File: config.mk
export PLATFORM = sky130hd
export DESIGN_NAME = systolic_pe_array
export DESIGN_NICKNAME = d
export VERILOG_FILES = /design/src/rtl/systolic_pe_array.sv
export SDC_FILE = /design/constraint.sdc
export NUM_CORES = 1
export LEC_CHECK = 0
export ABC_AREA = 1
export ABC_CLOCK_PERIOD_IN_PS = 4400
export BUFFER_PORTS_ARGS = -buffer_cell sky130_fd_sc_hd__clkbuf_2
export CAP_MARGIN = 5
export CORE_MARGIN = 3
export CORE_UTILIZATION = 50
export DETAILED_ROUTE_END_ITERATION = 6
export PLACE_DENSITY = 0.68
export SYNTH_ARGS = -nofsm -noshare
export SYNTH_HDL_FRONTEND = slang
export SYNTH_SLANG_ARGS = --single-unit
File: constraint.sdc
create_clock -name sys_clk -period 4.4 [get_ports sys_clk]
set_input_delay 0.22 -clock sys_clk [delete_from_list [all_inputs] [get_ports sys_clk]]
set_output_delay 0.22 -clock sys_clk [all_outputs]
set_load 0.01 [all_outputs]
File: src/rtl/systolic_pe_array.sv
// systolic_pe_array: linear weight-stationary systolic array of P processing elements.
//
// The array advances once every PE_DIV sys_clk cycles. Each step does three things:
//   - every PE captures its weight lane
//   - a 2*(P-1)-deep x delay line shifts
//   - partial sums ripple one PE down the chain
// Once the pipeline has filled and the weights are held constant, the output after step
// edge n+P-1 is y(n) + sum_k W[k]*x(n-k).
//
// Optional feature: define PE_ARRAY_SAT_EN to make every product and addition saturate at
// 2^ELEMENT_BITS-1. When it is undefined, all arithmetic is modulo 2^ELEMENT_BITS.
//
// Ports:
//   sys_clk          in   single clock, rising edge
//   reset            in   synchronous active-high reset
//   weight_data_in   in   P lanes of ELEMENT_BITS; lane k is the weight for PE k
//   input_data_in    in   x element entering PE 0
//   output_data_in   in   partial sum y entering PE 0
//   output_data_out  out  partial sum leaving PE P-1 (registered)
//   pe_step          out  one-cycle strobe marking the cycle in which the array advances
module systolic_pe_array #(
  parameter int unsigned ELEMENT_BITS = 8,
  parameter int unsigned P            = 4,
  parameter int unsigned PE_DIV       = 5
) (
  input  logic                      sys_clk,
  input  logic                      reset,
  input  logic [P*ELEMENT_BITS-1:0] weight_data_in,
  input  logic [ELEMENT_BITS-1:0]   input_data_in,
  input  logic [ELEMENT_BITS-1:0]   output_data_in,
  output logic [ELEMENT_BITS-1:0]   output_data_out,
  output logic                      pe_step
);

  localparam int unsigned DelayLen = 2 * (P - 1);
  localparam int unsigned CntW     = (PE_DIV > 1) ? $clog2(PE_DIV) : 1;

  // Arithmetic helpers: truncating/wrapping by default, saturating when enabled.
  function automatic logic [ELEMENT_BITS-1:0] mul_op(input logic [ELEMENT_BITS-1:0] a,
                                                     input logic [ELEMENT_BITS-1:0] b);
`ifdef PE_ARRAY_SAT_EN
    logic [2*ELEMENT_BITS-1:0] prod;
    prod = {{ELEMENT_BITS{1'b0}}, a} * {{ELEMENT_BITS{1'b0}}, b};
    mul_op = (|prod[2*ELEMENT_BITS-1:ELEMENT_BITS]) ? '1 : prod[ELEMENT_BITS-1:0];
`else
    mul_op = a * b;
`endif
  endfunction

  function automatic logic [ELEMENT_BITS-1:0] add_op(input logic [ELEMENT_BITS-1:0] a,
                                                     input logic [ELEMENT_BITS-1:0] b);
`ifdef PE_ARRAY_SAT_EN
    logic [ELEMENT_BITS:0] sum;
    sum = {1'b0, a} + {1'b0, b};
    add_op = sum[ELEMENT_BITS] ? '1 : sum[ELEMENT_BITS-1:0];
`else
    add_op = a + b;
`endif
  endfunction

  // Step generator
  logic [CntW-1:0] cnt_q;

  assign pe_step = (cnt_q == CntW'(PE_DIV - 1));

  always_ff @(posedge sys_clk) begin
    if (reset) begin
      cnt_q <= '0;
    end else if (pe_step) begin
      cnt_q <= '0;
    end else begin
      cnt_q <= cnt_q + CntW'(1);
    end
  end

  // Array state
  logic [ELEMENT_BITS-1:0] w_q   [P];
  logic [ELEMENT_BITS-1:0] x_q   [DelayLen];
  logic [ELEMENT_BITS-1:0] s_q   [P];
  logic [ELEMENT_BITS-1:0] s_d   [P];
  logic [ELEMENT_BITS-1:0] tap   [P];

  // Each PE k sees x delayed by 2k steps. Partial sums move one PE per step, so the extra
  // step of delay lines the x samples up with the sum travelling alongside them.
  // x_q[j] holds x delayed by j+1 steps.
  always_comb begin
    tap[0] = input_data_in;
    for (int unsigned k = 1; k < P; k++) begin
      tap[k] = x_q[2*k-1];
    end
    s_d[0] = add_op(output_data_in, mul_op(w_q[0], tap[0]));
    for (int unsigned k = 1; k < P; k++) begin
      s_d[k] = add_op(s_q[k-1], mul_op(w_q[k], tap[k]));
    end
  end

  always_ff @(posedge sys_clk) begin
    if (reset) begin
      for (int unsigned k = 0; k < P; k++) begin
        w_q[k] <= '0;
        s_q[k] <= '0;
      end
      for (int unsigned j = 0; j < DelayLen; j++) begin
        x_q[j] <= '0;
      end
    end else if (pe_step) begin
      for (int unsigned k = 0; k < P; k++) begin
        w_q[k] <= weight_data_in[k*ELEMENT_BITS +: ELEMENT_BITS];
        s_q[k] <= s_d[k];
      end
      x_q[0] <= input_data_in;
      for (int unsigned j = 1; j < DelayLen; j++) begin
        x_q[j] <= x_q[j-1];
      end
    end
  end

  assign output_data_out = s_q[P-1];

endmodule

# After elaboration in Yosys (flattened, before gate mapping)
# Memory sizes are Yosys's and may differ from the RTL's.
# Cells that the tools add are included.
[word_totals] ff_bits=3 ram_bits=112 input_bits=50 output_inout_bits=9 mem_count=3
[memory_table] name="x_q" words=6 width=8 rd=6 rd_ports_with_merged_regs=0 wr=6 line_no="78" text="logic [ELEMENT_BITS-1:0] x_q [DelayLen];"
[memory_table] name="s_q" words=4 width=8 rd=4 rd_ports_with_merged_regs=0 wr=4 line_no="79" text="logic [ELEMENT_BITS-1:0] s_q [P];"
[memory_table] name="w_q" words=4 width=8 rd=4 rd_ports_with_merged_regs=0 wr=4 line_no="77" text="logic [ELEMENT_BITS-1:0] w_q [P];"
[op_classes] addsub=5 n_mul=4 n_eq_ne=1 n_mux=19 bitwise=14 reduce_logical=1
[op_table] operator="2-to-1 mux 8 bit" n=14
[op_table] operator="adder 8 bit" n=4
[op_table] operator="multiplier 8 x 8 -> 8 bit" n=4
[op_table] operator="OR 1 bit" n=14
[op_table] operator="2-to-1 mux 1 bit" n=5
[op_table] operator="adder 3 x 1 -> 3 bit, second input constant" n=1
[op_table] operator="equality test 3 bit, second input constant" n=1
[op_table] operator="OR reduction 2 bit" n=1

# Longest topological paths before layout
# Gate-level depths: netlist of the first run.
[depth] depth_word=5 ltp_mapped=21 depth_no_buf=20

# Worst setup path after synthesis of the first run
# Ideal clock, no wire load.
[synth_timing] path_type="register to register" start="memory x_q[1][1], in the netlist x_q[0][9]" end="memory s_q[1][7] (data pin)" setup_time_ns=0.253 arrival_ns=3.634 required_ns=4.147 slack_ns=0.513 path_stages_with_launch=21 n_path_buf=1 cell_sequence="edfxtp_1 buf_2 nand2_1 fa_1 inv_1 fa_1 inv_1 fa_1 fa_1 inv_1 ha_1 a21oi_1 o21ai_0 nand2_1 nand2_1 inv_1 nand3_1 nand2_1 nand2_1 nand2_1 nor2_1"
[synth_rtl] item="start: declaration" line_no="78"
[synth_rtl] item="end: declaration" line_no="79"

==> results.cfg, run 1 <==
[run_status]
status = complete, no violations

[floorplanning]
fp.dieH_um = 141
top_level_ports = 59
die_w_um = 141
core-area_um2 = 17600
initial_utilization_pct = 51.9
die_area_um2 = 19900
rows = 48

[min_path]
hold_path_class = in2reg
min_from = weight_data_in[2]
hold_path_end = w_q[0][2]
min_path_cells = 3

[timing]
setup_viol = 0
drv_slew = 0
worst_pin_slew_ns = 0.696
hold_violations = 0
grt_setup_unrepaired = false
max_freq_mhz = 244
fin_setup_tns_ns = 0
fin_crit_ns = 4.09
post-route-period-util_pct = 93.0
relSlewSlack_pct = 53.6
fin_skew_ns = 0.0101

[critical_path]
r2r_start = x_q[0][9]
r2r_slack_ns = 0.31
startpoint_type = flip-flop
r2r_end = s_q[1][7]
startpoint = x_q[0][9]
end_kind = flip-flop
crit_arrival_ns = 4.27
path_class = reg2reg
cp_max_fo = 8
ff2ff_path_depth = 19
required_ns = 4.57

[final_layout]
syn2layout_area_growth_pct = 11.6
drive_gt1_share_pct = 8.49
diodes = 0
nNetsFinal = 1333
fillers = 1575

[global_routing]
grt_pass1_vias = 6443
globalRouteOverflowTotal = 0
grtUsageTotal_pct = 18.5
grt_max_degree = 67
grt_pass1_wl_mm = 29.5
antenna_found_initial = 0

[synth]
yosysSeqAreaShare_pct = 37.5
netlist_area_um2 = 9140
synth-seq-cells = 115
netlist_instances = 1082
avgSynthCellArea_um2 = 8.45
synth-main-ff-cell = edfxtp_1
synth-edff-count = 112
synth.distinct_cells = 28
yosys_warnings = 0
async_flop_share_pct = 0
synth_fp_nets = 1274

[clock_tree]
clk_pin_slew_worst_paths_ns = 0.06
clock_tree.buffer_depth = 2
numClockSinks = 115
cts_setup_buffers = 0
ctsRootBufferMaster = clkbuf_16
cts_buffers = 17
cts_hold_buffers = 0
insertion_delay_ns = 0.41
htreeDepth = 4
cts_tree = yes
cts_resized = 0

[pwr]
ir_drop_uv = 281
p_leak_nw = 5.70
p_per_area_nw_per_um2 = 339
power_mw = 3.46

[placed_design]
gp_congestion = 0.889
dp_hpwl_mm = 13.0
numPortBuffers = 58

[drt]
routed_wl_mm = 16.8
antenna_left = 0
vias_per_cell = 4.64
drtIter0Drc = 389
wl_per_cell_um = 12.2
drtPass1Iterations = 5
drc = 0
routed-via-count = 6405

[job]
max-cap-violations = 0
cell type report:
type,instances,area [um^2],share of cell area (%)
clock buffer,18,429,4.21
inverter,340,1280,12.5
timing repair buffer,63,340,3.34
sequential,115,3420,33.6
clock inverter,14,138,1.35
tap,225,282,2.76
multi-input combinational,604,4310,42.2
worst max-delay path: stages, from the launching register on:
cell and delay (ns):
edfxtp_1 0.47, nand2_1 0.12, fa_1 0.54, inv_1 0.05, fa_1 0.49, inv_1 0.05
fa_1 0.46, fa_1 0.54, inv_1 0.04, ha_1 0.32, a21oi_1 0.19, o21ai_0 0.11
nand2_1 0.07, nand2_1 0.06, inv_1 0.05, nand3_1 0.06, nand2_1 0.09, nand2_1 0.05
nand2_1 0.06, nor2_1 0.04
layer usage:
| metal | vias up | part of all wire (%) | wire, um | GRT usage [%] |
|---|---|---|---|---|
| li1 | 3273 | - | - | - |
| met1 | 2981 | 45 | 7480 | 23.5 |
| met2 | 119 | 50 | 8370 | 32.0 |
| met3 | 32 | 3.3 | 558 | 2.99 |
| met4 | 0 | 2.3 | 389 | 6.88 |
| met5 | - | 0 | 0 | 0 |
per-stage QoR:
stage	util, %	std cells	instance area (um^2)	hold slack [ns]	setup slack (ns)
floorplan	-	1082	9140	0.417	0.513
global placement	54.7	1347	9630	0.430	0.396
detailed placement	54.7	1347	9630	0.444	0.308
CTS	57.9	1379	10200	0.0897	0.301
global route	57.9	1379	10200	0.109	0.0101
finish	57.9	1379	10200	0.105	0.308
worst max path at each step:
stage,to,slack (ns),cells past startpoint
after floorplan,s_q[1][7],0.51,20
after global placement,s_q[1][7],0.40,19
after detailed placement,s_q[1][7],0.31,19
after CTS,s_q[1][7],0.30,19
after global routing,s_q[1][7],0.01,19
final,s_q[1][7],0.31,19
synth_stat cells, types with 2 or more instances:
cell,instances,area (um^2)
dfxtp_1,3,60.1
a21o_1,2,15.0
o21ai_0,6,30.0
buf_2,13,65.1
or2_1,2,12.5
a211oi_1,2,15.0
nor2_1,115,432
buf_4,5,37.5
buf_6,2,22.5
clkbuf_1,3,11.3
nand2_1,257,965
inv_1,339,1270
edfxtp_1,112,3360
xnor2_1,9,78.8
a21oi_1,12,60.1
xor2_1,13,114
nand3b_1,6,45.0
ha_1,70,876
fa_1,72,1440
nand3_1,31,155
registers in the layout, summed over array words and instances (netlist names):
| name | flops |
|---|---|
| cnt_q | 3 |
| x_q | 48 |
| s_q | 32 |
| w_q | 32 |
cell usage in the layout, fill, tap and decap left out, types with 3 or more instances in the layout:
| cell type | netlist | routed |
|---|---|---|
| a21oi_1 | 12 | 12 |
| buf_4 | 5 | 4 |
| clkbuf_16 | 0 | 17 |
| clkbuf_2 | 0 | 58 |
| clkinv_2 | 0 | 5 |
| dfxtp_1 | 3 | 3 |
| edfxtp_1 | 112 | 112 |
| fa_1 | 72 | 72 |
| ha_1 | 70 | 70 |
| inv_1 | 339 | 339 |
| nand2_1 | 257 | 257 |
| nand3_1 | 31 | 31 |
| nand3b_1 | 6 | 6 |
| nor2_1 | 115 | 115 |
| o21ai_0 | 6 | 6 |
| xnor2_1 | 9 | 9 |
| xor2_1 | 13 | 13 |
report_power, final:
part	switching, mW	internal (mW)
Sequential	0.0582	1.27
Clock	0.504	0.828
Combinational	0.479	0.311
logic make-up after synthesis:
family | Yosys count | synth area share, %
adder cells (fa/ha/maj) | 142 | 25.4
buffers and inverters | 363 | 15.5
AND/OR/NAND/NOR | 417 | 18.1
flip-flops | 115 | 37.5
XOR/XNOR | 23 | 2.29
AO/OA/AOI/OAI | 22 | 1.31
Power figures use the tool's default switching activity.
==> inputs of run 2 (changes only) <==
==> constraint.sdc (replaced) <==
create_clock -name sys_clk -period 4.4 [get_ports sys_clk]
set_input_delay 0.44 -clock sys_clk [delete_from_list [all_inputs] [get_ports sys_clk]]
set_output_delay 0.44 -clock sys_clk [all_outputs]
set_load 0.01 [all_outputs]
==> results.cfg, run 2 (synthesis gave the netlist of run 1 again) <==
[run_status]
status = complete, no violations

[placed_design]
dp_hpwl_mm = 12.9
numPortBuffers = 58
gp_congestion = 0.892
place_area_um2 = 9650
dpl.cell_count = 1350

[final_layout]
finalNonFillerCells = 1385
largest_register_ffs = 48
top_register = x_q
reg_top3 = x_q: 48 flops, s_q: 32 flops, w_q: 32 flops
fin_area_um2 = 10300
final_common_cell = inv_1
fillers = 1547
layout_common_cells = inv_1, nand2_1, nor2_1
syn2layout_area_growth_pct = 12.2
diodes = 0
drive_gt1_share_pct = 9.05
nNetsFinal = 1339

[pwr]
clkPwrFrac_pct = 39.2
p_int_mw = 2.42
combPwrFrac_pct = 22.6
switching_power_mw = 1.06
power_mw = 3.48
seqPwrFrac_pct = 38.2
p_leak_nw = 5.73
netSwitchingFraction_pct = 30.5
ir_drop_uv = 284
p_per_area_nw_per_um2 = 340

[floorplanning]
top_level_ports = 59
initial_utilization_pct = 51.9
die_w_um = 141
fp.dieH_um = 141
core-area_um2 = 17600
die_area_um2 = 19900
rows = 48

[clock_tree]
insertion_delay_ns = 0.42
htreeDepth = 4
cts_resized = 0
cts_buffers = 17
clk_pin_slew_worst_paths_ns = 0.06
clock_tree.buffer_depth = 2
numClockSinks = 115
cts_setup_buffers = 0
cts_tree = yes
cts_hold_buffers = 0
ctsRootBufferMaster = clkbuf_16

[critical_path]
path_delay_family = adder cells
cp.depth = 19
cp_max_fo = 8
required_ns = 4.58
startpoint_type = flip-flop
crit_top_cell = nand2_1
cp_num_buf_inv = 4
ff2ff_path_depth = 19
crit_arrival_ns = 4.33
r2r_slack_ns = 0.25
crit_chain = nand2_1 -> fa_1 -> inv_1 -> fa_1 -> inv_1 -> fa_1 -> fa_1 -> inv_1 -> ha_1 -> a21oi_1 -> o21ai_0 -> nand2_1 -> nand2_1 -> inv_1 -> nand3_1 -> nand2_1 -> nand2_1 -> nand2_1 -> nor2_1
end_kind = flip-flop
critPathMaxStageDelay_ns = 0.55
crit_path_top_delay_cell = fa_1
path_class = reg2reg

[global_routing]
grtUsageTotal_pct = 18.0
grt_pass1_vias = 6188
globalRouteMet2Util_pct = 30.5
globalRouteOverflowTotal = 0
met1_usage_pct = 22.7
antenna_found_initial = 0
gr-usage-met3_pct = 3.83
grt.busiest_layer = met2
grt_max_degree = 62
grt_pass1_wl_mm = 28.6

[drt]
routed_wl_mm = 16.6
drtIter0Drc = 413
drc = 0
wl_per_cell_um = 12.0
antenna_left = 0
vias_per_cell = 4.58
drtPass1Iterations = 6
routed-via-count = 6348

[timing]
grt_setup_unrepaired = false
worst_pin_slew_ns = 0.836
fin_setup_tns_ns = 0
fin_skew_ns = 0.0113
post-route-period-util_pct = 94.3
hold_violations = 0
relSlewSlack_pct = 44.2
setup_viol = 0
fin_crit_ns = 4.15
drv_slew = 0
max_freq_mhz = 241
hold_ws_ns = 0.312

[min_path]
min_path_cells = 3
hold_path_class = in2reg

[job]
max-cap-violations = 0
## run 2: changes by cell type in the layout (fill, tap and decap cells not counted), sizes merged
cell | previous run | this run
buf | 5 | 11
clkbuf | 76 | 75
clkinv | 9 | 8
inv | 341 | 343
## run 2: final cells by class
class | instances | area, um^2 | share of cell area, %
multi-input cells | 604 | 4310 | 42.0
flip-flops and latches | 115 | 3420 | 33.4
inverters | 340 | 1280 | 12.5
clock buffers | 17 | 425 | 4.15
repair buffers | 69 | 385 | 3.76
well taps | 225 | 282 | 2.75
clock inverters | 15 | 154 | 1.50
## run 2: per-layer routing
layer / wire (um) / vias up / share of wire [%]
li1: - / 3279 / -
met2: 8140 / 136 / 49
met4: 312 / 0 / 1.9
met3: 756 / 26 / 4.6
met5: 0 / - / 0
met1: 7380 / 2907 / 44
## run 2: final timing paths
| kind | start | to |
|---|---|---|
| setup / recovery | x_q[0][9] | s_q[1][7] |
| hold / removal | weight_data_in[1] | w_q[0][1] |
| setup reg to reg | x_q[0][9] | s_q[1][7] |
| hold reg to reg | cnt_q[0] | cnt_q[0] |
## run 2: through the flow
stage / setup slack [ns] / utilization [%]
after floorplan: 0.513 / -
after global placement: 0.373 / 54.8
after detailed placement: 0.241 / 54.8
after CTS: 0.250 / 58.1
after global routing: 0.0249 / 58.3
final: 0.249 / 58.3
## run 2: worst min-delay path, stage by stage
cell	delay, ns
clkbuf_2	0.07
inv_1	0.03
nor2_1	0.08
## run 2: power by group through the flow
stage,Sequential [mW],Clock [mW],Combinational [mW]
global route,1.34,1.44,0.952
floorplan,1.33,0,0.621
detailed placement,1.35,0,0.795
CTS,1.33,1.39,0.799
finish,1.33,1.37,0.786
global placement,1.35,0,0.766
